### config.mk
export PLATFORM = sky130hd
export DESIGN_NAME = axil_mem_arbiter
export DESIGN_NICKNAME = d
export VERILOG_FILES = /design/src/rtl/axil_mem_arbiter.sv
export SDC_FILE = /design/constraint.sdc
export NUM_CORES = 1
export LEC_CHECK = 0
export ABC_AREA = 1
export BUFFER_PORTS_ARGS = -buffer_cell sky130_fd_sc_hd__buf_2
export CORE_AREA = 5 5 162 164
export CTS_CLUSTER_DIAMETER = 30
export DETAILED_ROUTE_END_ITERATION = 10
export DIE_AREA = 0 0 167 169
export PLACE_DENSITY = 0.57
export SYNTH_ARGS = -nofsm -noshare
export SYNTH_HDL_FRONTEND = slang
export SYNTH_SLANG_ARGS = --single-unit
export TNS_END_PERCENT = 100
### constraint.sdc
create_clock -name clk -period 2 [get_ports clk]
set_input_delay 0.4 -clock clk [delete_from_list [all_inputs] [get_ports clk]]
set_output_delay 0.4 -clock clk [all_outputs]
set_load 0.02 [all_outputs]
### src/rtl/axil_mem_arbiter.sv
// Two-to-one AXI-Lite arbiter: two requester lanes share one memory manager port, one transaction in flight.
// Optional ARB_FIXED_PRIO_EN: requester 0 always wins; default is round-robin.
module axil_mem_arbiter #(
    parameter int ADDR_WIDTH = 32,
    parameter int DATA_WIDTH = 32
) (
    input  logic                    clk,
    input  logic                    rst_n,
    input  logic [2*ADDR_WIDTH-1:0] axil_awaddr_sbd,
    input  logic [1:0]              axil_awvalid_sbd,
    output logic [1:0]              axil_awready_sbd,
    input  logic [2*DATA_WIDTH-1:0] axil_wdata_sbd,
    input  logic [1:0]              axil_wvalid_sbd,
    output logic [1:0]              axil_wready_sbd,
    output logic [3:0]              axil_bresp_sbd,
    output logic [1:0]              axil_bvalid_sbd,
    input  logic [1:0]              axil_bready_sbd,
    input  logic [2*ADDR_WIDTH-1:0] axil_araddr_sbd,
    input  logic [1:0]              axil_arvalid_sbd,
    output logic [1:0]              axil_arready_sbd,
    output logic [2*DATA_WIDTH-1:0] axil_rdata_sbd,
    output logic [3:0]              axil_rresp_sbd,
    output logic [1:0]              axil_rvalid_sbd,
    input  logic [1:0]              axil_rready_sbd,
    output logic [ADDR_WIDTH-1:0]   axil_awaddr_mng,
    output logic                    axil_awvalid_mng,
    input  logic                    axil_awready_mng,
    output logic [DATA_WIDTH-1:0]   axil_wdata_mng,
    output logic                    axil_wvalid_mng,
    input  logic                    axil_wready_mng,
    input  logic [1:0]              axil_bresp_mng,
    input  logic                    axil_bvalid_mng,
    output logic                    axil_bready_mng,
    output logic [ADDR_WIDTH-1:0]   axil_araddr_mng,
    output logic                    axil_arvalid_mng,
    input  logic                    axil_arready_mng,
    input  logic [DATA_WIDTH-1:0]   axil_rdata_mng,
    input  logic [1:0]              axil_rresp_mng,
    input  logic                    axil_rvalid_mng,
    output logic                    axil_rready_mng
);
    typedef enum logic [2:0] {IDLE, RD_ADDR, RD_DATA, WR_REQ, WR_RESP} state_t;

    state_t     state;
    logic       g;
    logic       aw_done, w_done;
    logic [1:0] wr_req, rd_req, any_req;
    logic       sel, sel_wr, grant, aw_hs, w_hs;
`ifndef ARB_FIXED_PRIO_EN
    logic       last;
`endif

    always_comb begin
        wr_req  = axil_awvalid_sbd & axil_wvalid_sbd;
        rd_req  = axil_arvalid_sbd;
        any_req = wr_req | rd_req;
`ifdef ARB_FIXED_PRIO_EN
        sel = !any_req[0];
`else
        sel = any_req[!last] ? !last : last;
`endif
        sel_wr = wr_req[sel];
        // Gated by rst_n so no requester sees a handshake that reset then discards.
        grant  = rst_n && (state == IDLE) && (|any_req);
        aw_hs  = axil_awvalid_mng && axil_awready_mng;
        w_hs   = axil_wvalid_mng && axil_wready_mng;
    end

    assign axil_awready_sbd = (grant && sel_wr)  ? (2'b01 << sel) : 2'b00;
    assign axil_wready_sbd  = (grant && sel_wr)  ? (2'b01 << sel) : 2'b00;
    assign axil_arready_sbd = (grant && !sel_wr) ? (2'b01 << sel) : 2'b00;

    // Return path: data broadcast, handshake only on the granted lane.
    assign axil_rdata_sbd  = {2{axil_rdata_mng}};
    assign axil_rresp_sbd  = {2{axil_rresp_mng}};
    assign axil_bresp_sbd  = {2{axil_bresp_mng}};
    assign axil_rvalid_sbd = (state == RD_DATA && axil_rvalid_mng) ? (2'b01 << g) : 2'b00;
    assign axil_bvalid_sbd = (state == WR_RESP && axil_bvalid_mng) ? (2'b01 << g) : 2'b00;
    assign axil_rready_mng = (state == RD_DATA) && axil_rready_sbd[g];
    assign axil_bready_mng = (state == WR_RESP) && axil_bready_sbd[g];

    always_ff @(posedge clk) begin
        if (!rst_n) begin
            state            <= IDLE;
            g                <= 1'b0;
`ifndef ARB_FIXED_PRIO_EN
            last             <= 1'b1;
`endif
            aw_done          <= 1'b0;
            w_done           <= 1'b0;
            axil_awaddr_mng  <= '0;
            axil_wdata_mng   <= '0;
            axil_araddr_mng  <= '0;
            axil_awvalid_mng <= 1'b0;
            axil_wvalid_mng  <= 1'b0;
            axil_arvalid_mng <= 1'b0;
        end else begin
            case (state)
                IDLE: if (grant) begin
                    g <= sel;
`ifndef ARB_FIXED_PRIO_EN
                    last <= sel;
`endif
                    if (sel_wr) begin
                        axil_awaddr_mng  <= sel ? axil_awaddr_sbd[2*ADDR_WIDTH-1:ADDR_WIDTH]
                                                : axil_awaddr_sbd[ADDR_WIDTH-1:0];
                        axil_wdata_mng   <= sel ? axil_wdata_sbd[2*DATA_WIDTH-1:DATA_WIDTH]
                                                : axil_wdata_sbd[DATA_WIDTH-1:0];
                        aw_done          <= 1'b0;
                        w_done           <= 1'b0;
                        axil_awvalid_mng <= 1'b1;
                        axil_wvalid_mng  <= 1'b1;
                        state            <= WR_REQ;
                    end else begin
                        axil_araddr_mng  <= sel ? axil_araddr_sbd[2*ADDR_WIDTH-1:ADDR_WIDTH]
                                                : axil_araddr_sbd[ADDR_WIDTH-1:0];
                        axil_arvalid_mng <= 1'b1;
                        state            <= RD_ADDR;
                    end
                end
                RD_ADDR: if (axil_arready_mng) begin
                    axil_arvalid_mng <= 1'b0;
                    state            <= RD_DATA;
                end
                RD_DATA: if (axil_rvalid_mng && axil_rready_mng) state <= IDLE;
                WR_REQ: begin
                    if (aw_hs) begin
                        aw_done          <= 1'b1;
                        axil_awvalid_mng <= 1'b0;
                    end
                    if (w_hs) begin
                        w_done          <= 1'b1;
                        axil_wvalid_mng <= 1'b0;
                    end
                    if ((aw_done || aw_hs) && (w_done || w_hs)) state <= WR_RESP;
                end
                WR_RESP: if (axil_bvalid_mng && axil_bready_mng) state <= IDLE;
                default: state <= IDLE;
            endcase
        end
    end
endmodule

==> results.cfg <==
[run_status]
status = complete, no violations

[clocking]
cts_hold_buf = 0
cts_num_sinks = 106
cts.htree.levels = 3
cts_made_buffers = 9
cts.clk_slew.worst_paths_ns = 0.08
cts_max_path_buffers = 2
clk_latency_ns = 0.35
root_buffer = clkbuf_16
cts_tree = built

[cells_and_area]
fin_nets = 1381
fill_cells = 2803
layout_commonest_cell = nand2_1
post-route-cell-area_um2 = 7660
final_cell_mix = nand2_1 (412), buf_2 (313), dfxtp_1 (104)
fin_cells = 1471
antenna_cells = 0
synthToLayoutAreaGrowth_pct = 30.7
drive_above_1_share_pct = 33.4

[timing]
relSlewSlack_pct = 68.7
slew_violations = 0
tightest_slew_ns = 0.469
fin_crit_ns = 1.96
setup_viol = 0
finalHoldViolCount = 0
max_freq_mhz = 510
rsz0062_at_grt = true
finClkSkew_ns = 0.00989
fin_crit_sh_pct = 98.0

[power]
combPwrFrac_pct = 44.9
p_leak_nw = 3.95
pwr-share-seq_pct = 32.6
p_total_mw = 7.99
peakVddDrop_mv = 0.467
power_density_nw_per_um2 = 1040
cell_internal_pwr_mw = 4.59
p_sw_share_pct = 42.6
power.switching_mw = 3.40
p_clk_share_pct = 22.5

[run]
max-cap-violations = 0

[critical_path]
cp.required_ns = 1.60
cp_cell_sequence = nor3_4, nand2_2, nor2_4, buf_6, nand2_4, nor2_4, buf_6
worstPathMaxFanout = 4
cp-start-kind = register
r2r_cells = 8
cp_slowest_cell = dfxtp_2
cp-end-kind = primary output
crit_arrival_ns = 1.56
critPathKind = register to primary output
max_stage_delay_ns = 0.34

[grt]
antenna_found_initial = 0
grt_usage_pct = 13.6
grt_first_pass_wirelength_um = 31600
grt_pass1_vias = 6088
grt_max_degree = 58
gr-total-overflow = 0

[detailed_routing]
first_iter_violations = 227
wl_per_cell_um = 13.9
vias = 6333
via_per_inst = 4.31
drtPass1Iterations = 6
wl_um = 20500
ant_nets = 0
drc_errors = 0

[synthesis]
synthesis.nets = 1165
yosysTopAreaCell = dfxtp_1
syn-cell-area_um2 = 5860
yosysUniqueCellTypes = 24
ys_warn_count = 0
yosys-top-cells-area = dfxtp_1 (36%), nand2_1 (26%), buf_4 (10%)
seq_area_frac_synth_pct = 36.2
syn_area_per_cell_um2 = 6.36
ys_ff_latch = 106
synth_cells = 920
synth_top_area_share_pct = 36.2

[floorplanning]
pin_count = 428
die_area_um2 = 28200
core_um2 = 24700
die_h_um = 169
start_util_pct = 23.7
rows = 58
chipWidth_um = 167

[place]
dp_hpwl_um = 15500
dpl.cell_count = 1452
place.gp.congestion = 0.822
portBuffers = 319
placedInstanceArea_um2 = 7260

[min_path]
hold_class = input port to register
hold_path_depth = 3
==> final timing paths <==
check	start	end	slack (ns)
worst max-delay path	state[0]$_SDFFE_PN0P_	axil_arready_sbd[0]	0.04
worst min-delay path	rst_n	state[2]$_SDFFE_PN0P_	0.36
worst max register to register	last$_SDFFE_PN1P_	axil_awaddr_mng[26]$_SDFFE_PN0P_	0.33
worst min register to register	axil_arvalid_mng$_SDFFE_PN0P_	axil_arvalid_mng$_SDFFE_PN0P_	0.45
==> state kept, by name (all words and copies together), names as in the netlist <==
register	flops
axil_wdata_mng	32
state	3
axil_awaddr_mng	32
g	1
axil_wvalid_mng	1
w_done	1
last	1
axil_awvalid_mng	1
aw_done	1
axil_arvalid_mng	1
axil_araddr_mng	32
==> metrics by stage <==
| step | hold WS (ns) | utilization [%] | worst slack, ns | TNS (ns) |
|---|---|---|---|---|
| after floorplan | 0.461 | - | -0.0203 | -0.0406 |
| after global placement | 0.434 | 29.3 | 0.119 | 0 |
| after detailed placement | 0.442 | 29.3 | 0.0407 | 0 |
| after CTS | 0.337 | 30.8 | -0.0202 | -0.0305 |
| after global routing | 0.363 | 30.9 | -0.0920 | -0.561 |
| final | 0.359 | 30.9 | 0.0393 | 0 |
==> cell families after synthesis <==
family | synth area share, %
buffers and inverters | 16.4
flip-flops | 36.2
AND/OR/NAND/NOR | 38.1
AO/OA/AOI/OAI | 9.21
==> cell usage after synthesis, drive strengths merged <==
library cell	n
and3	2
o21ai	3
a21oi	102
nor3	3
a31oi	1
buf	119
inv	24
nor2	17
clkbuf	18
dfxtp	106
nand4	1
nand3	104
nand2	419
o211ai	1
==> critical path: cells and delay by family (launching register included) <==
family	cells	cell delay (ns)
AND/OR/NAND/NOR	5	0.62
flip-flops	1	0.34
buffers and inverters	2	0.26
==> final cells by class <==
cell class	instances	area, µm²	share of cell area (%)
multi-input cells	653	2830	37.0
flip-flops and latches	106	2120	27.7
repair buffers	342	1900	24.8
well taps	330	413	5.39
clock buffers	11	253	3.30
inverters	24	92.6	1.21
clock inverters	5	45.0	0.588
==> per-layer routing <==
metal  share of wire [%]  wire length (µm)  global-route usage (%)
met5                   0                 0                       0
met4                 2.4               499                    4.77
met3                 8.5              1740                    4.60
met2                  48              9860                    23.5
met1                  41              8380                    15.9
==> power groups by stage <==
stage	Combinational [mW]	Sequential, mW	Clock (mW)
after floorplan	2.19	2.97	0
after global placement	3.50	2.63	0
after detailed placement	3.53	2.64	0
after CTS	3.63	2.61	1.90
after global routing	4.01	2.65	1.97
final	3.59	2.61	1.80
==> repair_timing <==
action,4_1_cts,5_1_grt
resized for setup,17,5
pin swaps,5,2
setup endpoints to repair,8,11
setup buffers,3,0
Note: power is estimated with default switching activity, not from simulation.
